### config.mk
export PLATFORM = sky130hd
export DESIGN_NAME = edid_ram_arbiter_flat
export DESIGN_NICKNAME = d
export VERILOG_FILES = /design/src/rtl/edid_pkg.sv /design/src/rtl/edid_ram_arbiter_if.sv /design/src/rtl/edid_csum_engine.sv /design/src/rtl/edid_ram_arbiter.sv /design/src/flat_wrapper.sv
export SDC_FILE = /design/constraint.sdc
export NUM_CORES = 1
export LEC_CHECK = 0
export CORE_MARGIN = 10
export CORE_UTILIZATION = 23
export CTS_CLUSTER_DIAMETER = 80
export DETAILED_ROUTE_END_ITERATION = 16
export PLACE_DENSITY = 0.95
export SKIP_CTS_REPAIR_TIMING = 1
export SYNTH_ARGS = -nofsm -noshare
export SYNTH_HDL_FRONTEND = slang
export SYNTH_SLANG_ARGS = --single-unit
### constraint.sdc
create_clock -name i_local_clk -period 3 [get_ports i_local_clk]
set_input_delay 0.75 -clock i_local_clk [delete_from_list [all_inputs] [get_ports i_local_clk]]
set_output_delay 0.75 -clock i_local_clk [all_outputs]
set_load 0.005 [all_outputs]
### src/rtl/edid_pkg.sv
// Shared definitions for the EDID RAM arbiter: FSM states, block geometry and checksum helper.
package edid_pkg;

  typedef enum logic [2:0] {
    S_IDLE,
    S_CS_RD,
    S_CS_WAIT,
    S_CS_WR,
    S_DONE
  } edid_state_t;

  localparam int unsigned EDID_BLK_BYTES = 128;
  localparam int unsigned EDID_CSUM_OFS  = 127;

  // Value that makes the 128-byte block sum to 0 mod 256.
  function automatic logic [7:0] edid_csum(input logic [7:0] sum);
    return 8'(9'h100 - {1'b0, sum});
  endfunction

endpackage

### src/rtl/edid_ram_arbiter_if.sv
// I2C slave, host loader and RAM port signals of the EDID RAM arbiter.
// slave = arbiter side, master = surrounding wrapper / bench side.
interface edid_ram_arbiter_if #(
  parameter int unsigned P_AW = 8
);
  logic            i2c_wr_de;
  logic [P_AW-1:0] i2c_wr_addr;
  logic [7:0]      i2c_wr_data;
  logic            i2c_rd_de;
  logic [P_AW-1:0] i2c_rd_addr;
  logic [7:0]      i2c_rd_data;
  logic            wp;
  logic            wp_viol;
  logic            host_req;
  logic            host_we;
  logic [P_AW-1:0] host_addr;
  logic [7:0]      host_wdata;
  logic            host_ack;
  logic            host_rvalid;
  logic [7:0]      host_rdata;
  logic            host_lock;
  logic            host_commit;
  logic            ram_we;
  logic [P_AW-1:0] ram_addr;
  logic [7:0]      ram_wdata;
  logic [7:0]      ram_rdata;
  logic            hpd;
  logic            busy;

  modport slave (
    input  i2c_wr_de, i2c_wr_addr, i2c_wr_data, i2c_rd_de, i2c_rd_addr, wp,
           host_req, host_we, host_addr, host_wdata, host_lock, host_commit, ram_rdata,
    output i2c_rd_data, wp_viol, host_ack, host_rvalid, host_rdata,
           ram_we, ram_addr, ram_wdata, hpd, busy
  );

  modport master (
    output i2c_wr_de, i2c_wr_addr, i2c_wr_data, i2c_rd_de, i2c_rd_addr, wp,
           host_req, host_we, host_addr, host_wdata, host_lock, host_commit, ram_rdata,
    input  i2c_rd_data, wp_viol, host_ack, host_rvalid, host_rdata,
           ram_we, ram_addr, ram_wdata, hpd, busy
  );
endinterface

### src/rtl/edid_csum_engine.sv
// Checksum engine: byte index, read-issued flag, wrap-around accumulator, checksum byte value.
// Only present when EDID_CSUM_EN is defined.
`ifdef EDID_CSUM_EN
module edid_csum_engine
  import edid_pkg::*;
(
  input  logic       clk,
  input  logic       rst,
  input  logic       clear,
  input  logic       rd_issue,
  input  logic [7:0] rd_data,
  output logic [6:0] idx,
  output logic       last,
  output logic [7:0] wr_val
);
  logic       issued;
  logic [7:0] sum;

  // RAM data lags the address by one cycle, so the add is qualified by last cycle's issue.
  always_ff @(posedge clk or posedge rst) begin
    if (rst) begin
      idx    <= '0;
      issued <= 1'b0;
      sum    <= '0;
    end else begin
      issued <= rd_issue;
      if (clear) begin
        idx <= '0;
        sum <= '0;
      end else begin
        if (rd_issue) idx <= idx + 7'd1;
        if (issued)   sum <= sum + rd_data;
      end
    end
  end

  assign last   = (idx == 7'(EDID_CSUM_OFS - 1));
  assign wr_val = edid_csum(sum);
endmodule
`endif

### src/rtl/edid_ram_arbiter.sv
// EDID RAM arbiter: I2C write > I2C read > checksum engine > host on the single RAM port,
// plus commit/HPD sequencing. Define EDID_CSUM_EN to regenerate block checksums on commit.
module edid_ram_arbiter
  import edid_pkg::*;
#(
  parameter int unsigned P_AW     = 8,
  parameter int unsigned P_BLOCKS = 2
) (
  input logic               i_local_clk,
  input logic               i_rst,
  edid_ram_arbiter_if.slave bus
);
  if (P_BLOCKS * EDID_BLK_BYTES > (1 << P_AW)) begin : g_cfg_check
    $error("P_BLOCKS blocks do not fit in a 2**P_AW byte RAM");
  end

  edid_state_t state;
  logic slot_free, commit_take, host_grant;
  logic hpd, rvalid, lock_q, busy_q;

  assign slot_free   = !bus.i2c_wr_de && !bus.i2c_rd_de;
  assign commit_take = (state == S_IDLE) && bus.host_commit && !busy_q && !bus.host_lock;

`ifdef EDID_CSUM_EN
  localparam int unsigned BW = (P_BLOCKS > 1) ? $clog2(P_BLOCKS) : 1;

  logic [BW-1:0]   blk;
  logic            cs_rd, cs_wr, cs_last;
  logic [6:0]      cs_idx;
  logic [7:0]      cs_wval;
  logic [P_AW-1:0] cs_rd_addr, cs_wr_addr;

  assign cs_rd      = (state == S_CS_RD) && slot_free;
  assign cs_wr      = (state == S_CS_WR) && slot_free;
  assign cs_rd_addr = P_AW'(blk * EDID_BLK_BYTES + cs_idx);
  assign cs_wr_addr = P_AW'(blk * EDID_BLK_BYTES + EDID_CSUM_OFS);

  edid_csum_engine u_csum (
    .clk      (i_local_clk),
    .rst      (i_rst),
    .clear    (commit_take || cs_wr),
    .rd_issue (cs_rd),
    .rd_data  (bus.ram_rdata),
    .idx      (cs_idx),
    .last     (cs_last),
    .wr_val   (cs_wval)
  );
`else
  assign busy_q = 1'b0;
`endif

  always_comb begin
    bus.ram_we    = 1'b0;
    bus.ram_addr  = '0;
    bus.ram_wdata = '0;
    bus.wp_viol   = 1'b0;
    host_grant    = 1'b0;
    if (bus.i2c_wr_de) begin
      bus.ram_addr  = bus.i2c_wr_addr;
      bus.ram_wdata = bus.i2c_wr_data;
      if (bus.wp || bus.host_lock) bus.wp_viol = 1'b1;
      else                         bus.ram_we  = 1'b1;
    end else if (bus.i2c_rd_de) begin
      bus.ram_addr = bus.i2c_rd_addr;
`ifdef EDID_CSUM_EN
    end else if (state == S_CS_RD) begin
      bus.ram_addr = cs_rd_addr;
    end else if (state == S_CS_WR) begin
      bus.ram_we    = 1'b1;
      bus.ram_addr  = cs_wr_addr;
      bus.ram_wdata = cs_wval;
`endif
    end else if (state == S_IDLE && bus.host_req) begin
      host_grant    = 1'b1;
      bus.ram_we    = bus.host_we;
      bus.ram_addr  = bus.host_addr;
      bus.ram_wdata = bus.host_wdata;
    end
  end

  always_ff @(posedge i_local_clk or posedge i_rst) begin
    if (i_rst) begin
      state  <= S_IDLE;
      hpd    <= 1'b0;
      rvalid <= 1'b0;
      lock_q <= 1'b0;
`ifdef EDID_CSUM_EN
      busy_q <= 1'b0;
      blk    <= '0;
`endif
    end else begin
      lock_q <= bus.host_lock;
      rvalid <= host_grant && !bus.host_we;
      if (bus.host_lock && !lock_q) hpd <= 1'b0;
      case (state)
        S_IDLE: if (commit_take) begin
`ifdef EDID_CSUM_EN
          state  <= S_CS_RD;
          busy_q <= 1'b1;
          blk    <= '0;
`else
          state <= S_DONE;
          hpd   <= 1'b1;
`endif
        end
`ifdef EDID_CSUM_EN
        S_CS_RD:   if (cs_rd && cs_last) state <= S_CS_WAIT;
        S_CS_WAIT: state <= S_CS_WR;
        // hpd/busy flip on the final write edge so hpd is visible the cycle after it.
        S_CS_WR: if (cs_wr) begin
          if (blk == BW'(P_BLOCKS - 1)) begin
            state  <= S_DONE;
            hpd    <= 1'b1;
            busy_q <= 1'b0;
          end else begin
            blk   <= blk + 1'b1;
            state <= S_CS_RD;
          end
        end
`endif
        S_DONE:  state <= S_IDLE;
        default: state <= S_IDLE;
      endcase
    end
  end

  assign bus.i2c_rd_data = bus.ram_rdata;
  assign bus.host_rdata  = bus.ram_rdata;
  assign bus.host_ack    = host_grant;
  assign bus.host_rvalid = rvalid;
  assign bus.hpd         = hpd;
  assign bus.busy        = busy_q;
endmodule

### src/flat_wrapper.sv
// flat-port wrapper written by rule: the top's interface ports become plain ports
module edid_ram_arbiter_flat import edid_pkg::*;
#(
  parameter int unsigned P_AW     = 8,
  parameter int unsigned P_BLOCKS = 2
)
  (i_local_clk, i_rst, bus_i2c_wr_de, bus_i2c_wr_addr, bus_i2c_wr_data, bus_i2c_rd_de, bus_i2c_rd_addr, bus_wp, bus_host_req, bus_host_we, bus_host_addr, bus_host_wdata, bus_host_lock, bus_host_commit, bus_ram_rdata, bus_i2c_rd_data, bus_wp_viol, bus_host_ack, bus_host_rvalid, bus_host_rdata, bus_ram_we, bus_ram_addr, bus_ram_wdata, bus_hpd, bus_busy);
  edid_ram_arbiter_if #(.P_AW(P_AW)) bus_i ();
  input logic i_local_clk;
  input logic i_rst;
  input wire logic [$bits(bus_i.i2c_wr_de)-1:0] bus_i2c_wr_de;
  input wire logic [$bits(bus_i.i2c_wr_addr)-1:0] bus_i2c_wr_addr;
  input wire logic [$bits(bus_i.i2c_wr_data)-1:0] bus_i2c_wr_data;
  input wire logic [$bits(bus_i.i2c_rd_de)-1:0] bus_i2c_rd_de;
  input wire logic [$bits(bus_i.i2c_rd_addr)-1:0] bus_i2c_rd_addr;
  input wire logic [$bits(bus_i.wp)-1:0] bus_wp;
  input wire logic [$bits(bus_i.host_req)-1:0] bus_host_req;
  input wire logic [$bits(bus_i.host_we)-1:0] bus_host_we;
  input wire logic [$bits(bus_i.host_addr)-1:0] bus_host_addr;
  input wire logic [$bits(bus_i.host_wdata)-1:0] bus_host_wdata;
  input wire logic [$bits(bus_i.host_lock)-1:0] bus_host_lock;
  input wire logic [$bits(bus_i.host_commit)-1:0] bus_host_commit;
  input wire logic [$bits(bus_i.ram_rdata)-1:0] bus_ram_rdata;
  output wire logic [$bits(bus_i.i2c_rd_data)-1:0] bus_i2c_rd_data;
  output wire logic [$bits(bus_i.wp_viol)-1:0] bus_wp_viol;
  output wire logic [$bits(bus_i.host_ack)-1:0] bus_host_ack;
  output wire logic [$bits(bus_i.host_rvalid)-1:0] bus_host_rvalid;
  output wire logic [$bits(bus_i.host_rdata)-1:0] bus_host_rdata;
  output wire logic [$bits(bus_i.ram_we)-1:0] bus_ram_we;
  output wire logic [$bits(bus_i.ram_addr)-1:0] bus_ram_addr;
  output wire logic [$bits(bus_i.ram_wdata)-1:0] bus_ram_wdata;
  output wire logic [$bits(bus_i.hpd)-1:0] bus_hpd;
  output wire logic [$bits(bus_i.busy)-1:0] bus_busy;
  assign bus_i.i2c_wr_de = bus_i2c_wr_de;
  assign bus_i.i2c_wr_addr = bus_i2c_wr_addr;
  assign bus_i.i2c_wr_data = bus_i2c_wr_data;
  assign bus_i.i2c_rd_de = bus_i2c_rd_de;
  assign bus_i.i2c_rd_addr = bus_i2c_rd_addr;
  assign bus_i.wp = bus_wp;
  assign bus_i.host_req = bus_host_req;
  assign bus_i.host_we = bus_host_we;
  assign bus_i.host_addr = bus_host_addr;
  assign bus_i.host_wdata = bus_host_wdata;
  assign bus_i.host_lock = bus_host_lock;
  assign bus_i.host_commit = bus_host_commit;
  assign bus_i.ram_rdata = bus_ram_rdata;
  assign bus_i2c_rd_data = bus_i.i2c_rd_data;
  assign bus_wp_viol = bus_i.wp_viol;
  assign bus_host_ack = bus_i.host_ack;
  assign bus_host_rvalid = bus_i.host_rvalid;
  assign bus_host_rdata = bus_i.host_rdata;
  assign bus_ram_we = bus_i.ram_we;
  assign bus_ram_addr = bus_i.ram_addr;
  assign bus_ram_wdata = bus_i.ram_wdata;
  assign bus_hpd = bus_i.hpd;
  assign bus_busy = bus_i.busy;
  edid_ram_arbiter #(.P_AW(P_AW), .P_BLOCKS(P_BLOCKS)) u_core (.i_local_clk(i_local_clk), .i_rst(i_rst), .bus(bus_i));
endmodule
==> summary by stage <==
Status
The flow ran to the end, and the final reports show no timing, DRC or antenna violations.

Pwr
Of the total power, registers draw 0.217. The share of total power in combinational logic is 0.549. The switching share of power is 0.232. Summed over all cells, the static leakage comes to 0.737 nW. The internal power component is 0.212 mW.

The share of power burned in the clock network is 0.233. The worst supply voltage drop on vdd is 162 uV. The switching power is 0.0640 mW.

The power density of the placed cells is 219 nW/um^2.

Yosys
The fraction of the yosys area taken by sequential cells is 0.182. The average size of a mapped cell is 9.18 um^2. In the synthesized netlist, the number of instances is 60. The area fraction of the dominant cell type after synthesis is 0.232. After synthesis, the cell types taking the most area are buf_4, dfrtp_1, a221o_2, a22o_1, and2_1. After synthesis the cells add up to 551 um^2. Synthesis inferred 4 register bits.

The synthesized netlist contains 20 unique library cells. The dominant cell type by area after synthesis is buf_4. The number of nets in the synthesized netlist is 117. The total of warnings raised by yosys is 0.

Timing
The final sum of negative setup slack is 0 ps. The post-layout minimum cycle time is 2950 ps. The number of endpoints with negative hold slack in the final report is 0. The total count of max-transition violations in the final report is 0. Static timing analysis puts the maximum clock frequency at 339 MHz. The clock skew is 0.214 ps. The ratio of final minimum period to clock period is 0.983. Setup slack on the critical path of the routed design comes to 50.9 ps.

Setup violations remaining at the end of the flow were counted as 0.

Clock network
The tree is rooted in a clkbuf_4. The number of clock sinks is 4. The total clock buffers created by CTS is 3. The clock passes through at most 2 buffers. The H-tree depth is 1. Clock-pin slew was measured on the worst setup and hold paths at 40 ps. TritonCTS built the clock tree. For the worst-skew pair, the clock arrives at the later sink with an insertion delay of 230 ps.

Route
The number of detailed-route iterations in the first pass is 4. In the final routed layout, each cell accounts on average for 19.0 um. The post-detailed-route DRC marker count is 0. After detailed routing, the number of vias per cell comes to 4.69. The number of nets with antenna violations after routing is 0.

The final route contains 690 vias. The wire length reported by the detailed router is 2.80 mm. In this run, the number of DRC markers left after iteration 0 of detailed routing was 22.

Critical path
The critical path class is in -> out. The element type at the critical path end is a primary output. The highest fanout seen on the critical path is 6.

The worst-case register-to-register setup slack is 1820 ps. The reg-to-reg critical path endpoint is u_core.bus.host_rvalid. The arrival time reported for the critical path endpoint is 2200 ps. The number of cells on the worst reg-to-reg path is 4. STA puts the critical path data required time at 2250 ps. The worst register-to-register path begins at u_core.state[2]. STA classifies the critical path startpoint as an input port.

Global routing
The combined global-route utilization of all metal layers is 0.104. The first global-routing pass estimated 3.69 mm of wire. Global routing finished with a remaining overflow of 0. Entering global routing, the biggest net connects 12 pins.

The initial antenna violation count is 0. The via count of the first global-routing pass was 737. met2 is the most crowded layer. The met1 capacity usage during global routing is 0.0933.

For this run, global-route usage on met2 was measured as 0.185. For this run, global-route usage on met3 was measured as 0.0644.

Finish
The antenna diode count is 0. The number of standard cells in the final layout excluding fillers is 147. The post-route core utilization is 0.557.

The net count of the finished layout is 178. The share of layout cells above drive strength 1 is 0.176. The area growth from synthesis to layout is 128%.

Counting the fill cells in the layout gives 217.

Job
The number of violations of the max-capacitance limit is 0.

Placed design
The final weighted congestion in routability-driven placement is 0.993. The number of I/O port buffers is 69. At the placement stage, the worst setup path has a slack of -201 ps. The wire-length estimate of the detail-placed layout is 2.37 mm.

The count of placed standard cells including taps is 141.

Hold path
The path class of the lowest-slack min-delay path is reg -> reg. For hold timing, the worst endpoint is u_core.bus.hpd. Along the worst hold path, the cell count comes to 1. The startpoint identified for the worst hold timing path is u_core.bus.hpd.

Floorplanning
The starting density of the core is 0.244. The total die area is 4750 um^2. 95 I/O pins were placed. The placeable core region is 2250 um^2. The floorplan has 17 rows. The die height is 68.9 um. Measured along the x axis, the die boundary spans 68.9 um.
per-stage QoR:
stage / power, mW / hold WS (ps) / instance area [um^2]
finish: 0.276 / 499 / 1260
global route: 0.295 / 520 / 1260
CTS: 0.286 / 509 / 1180
detailed placement: 0.217 / 502 / 1160
global placement: 0.214 / 466 / 1160
floorplan: 0.118 / 474 / 551
worst max path at each step:
stage	slack, ps	cells after the start	from	end
floorplan	730	3	bus_i2c_wr_de	bus_ram_wdata[0]
global placement	-150	5	bus_i2c_wr_de	bus_ram_we
detailed placement	-200	5	bus_i2c_wr_de	bus_ram_wdata[6]
CTS	-210	5	bus_i2c_wr_de	bus_ram_wdata[6]
global route	-7	7	bus_host_req	bus_ram_addr[7]
finish	50	7	bus_host_req	bus_ram_addr[7]
per-layer routing:
layer	up-vias	share of wire
met5	-	0
met4	0	0.0018
met3	2	0.18
met2	55	0.49
met1	310	0.33
li1	323	-
kinds of logic (layout without fill, tap and decap cells):
| logic type | Yosys count | count (layout) | synth area share |
|---|---|---|---|
| and+or+nand+nor | 15 | 15 | 0.207 |
| other | 1 | 1 | 0.00681 |
| buffers and inverters | 22 | 81 | 0.284 |
| AOI/OAI and AO/OA | 18 | 18 | 0.320 |
| DFF | 4 | 4 | 0.182 |
power groups by stage:
stage                     Clock (mW)  Combinational [mW]  Sequential, mW
after floorplan                    0              0.0578          0.0604
after global placement             0               0.153          0.0603
after detailed placement           0               0.156          0.0607
after CTS                     0.0685               0.157          0.0600
after global routing          0.0721               0.163          0.0604
final                         0.0644               0.151          0.0600
flip-flops by register name, indices dropped and copies added (netlist names):
signal,count
u_core.lock_q,1
u_core.bus.host_rvalid,1
u_core.bus.hpd,1
u_core.state,1
layout make-up:
class / instances / area (um^2) / area share
Timing Repair Buffer: 77 / 801 / 0.637
Multi-Input combinational cell: 34 / 294 / 0.234
Sequential cell: 4 / 100 / 0.0797
Tap cell: 28 / 35.0 / 0.0279
Clock buffer: 3 / 22.5 / 0.0179
Inverter: 1 / 3.75 / 0.00299
worst max-delay path, cell delays in order:
cell and delay, ps:
clkdlybuf4s50_1 420, nor4b_4 150, buf_6 130, buf_4 150, buf_4 130, a221o_2 370, clkbuf_2 110
cells in the mapped netlist:
master	n
a221o_1	1
and2b_1	1
and2_1	7
dfrtp_1	4
nor4b_4	1
nor2b_1	2
inv_1	1
and3b_1	1
a22o_1	8
nand2b_1	1
nor3b_1	1
a21o_1	1
clkbuf_1	1
a221o_2	7
buf_6	1
nor2_1	1
buf_2	2
conb_1	1
buf_4	17
a22o_2	1
layout by cell type (no fill, tap or decap), types with 2 or more instances in the layout:
master	n
nor2b_1	2
clkdlybuf4s50_1	49
buf_6	2
a221o_2	7
and2_1	7
clkbuf_4	3
dfrtp_1	4
dlymetal6s2s_1	19
buf_4	6
a22o_1	8
(Power assumes the default switching activity.)
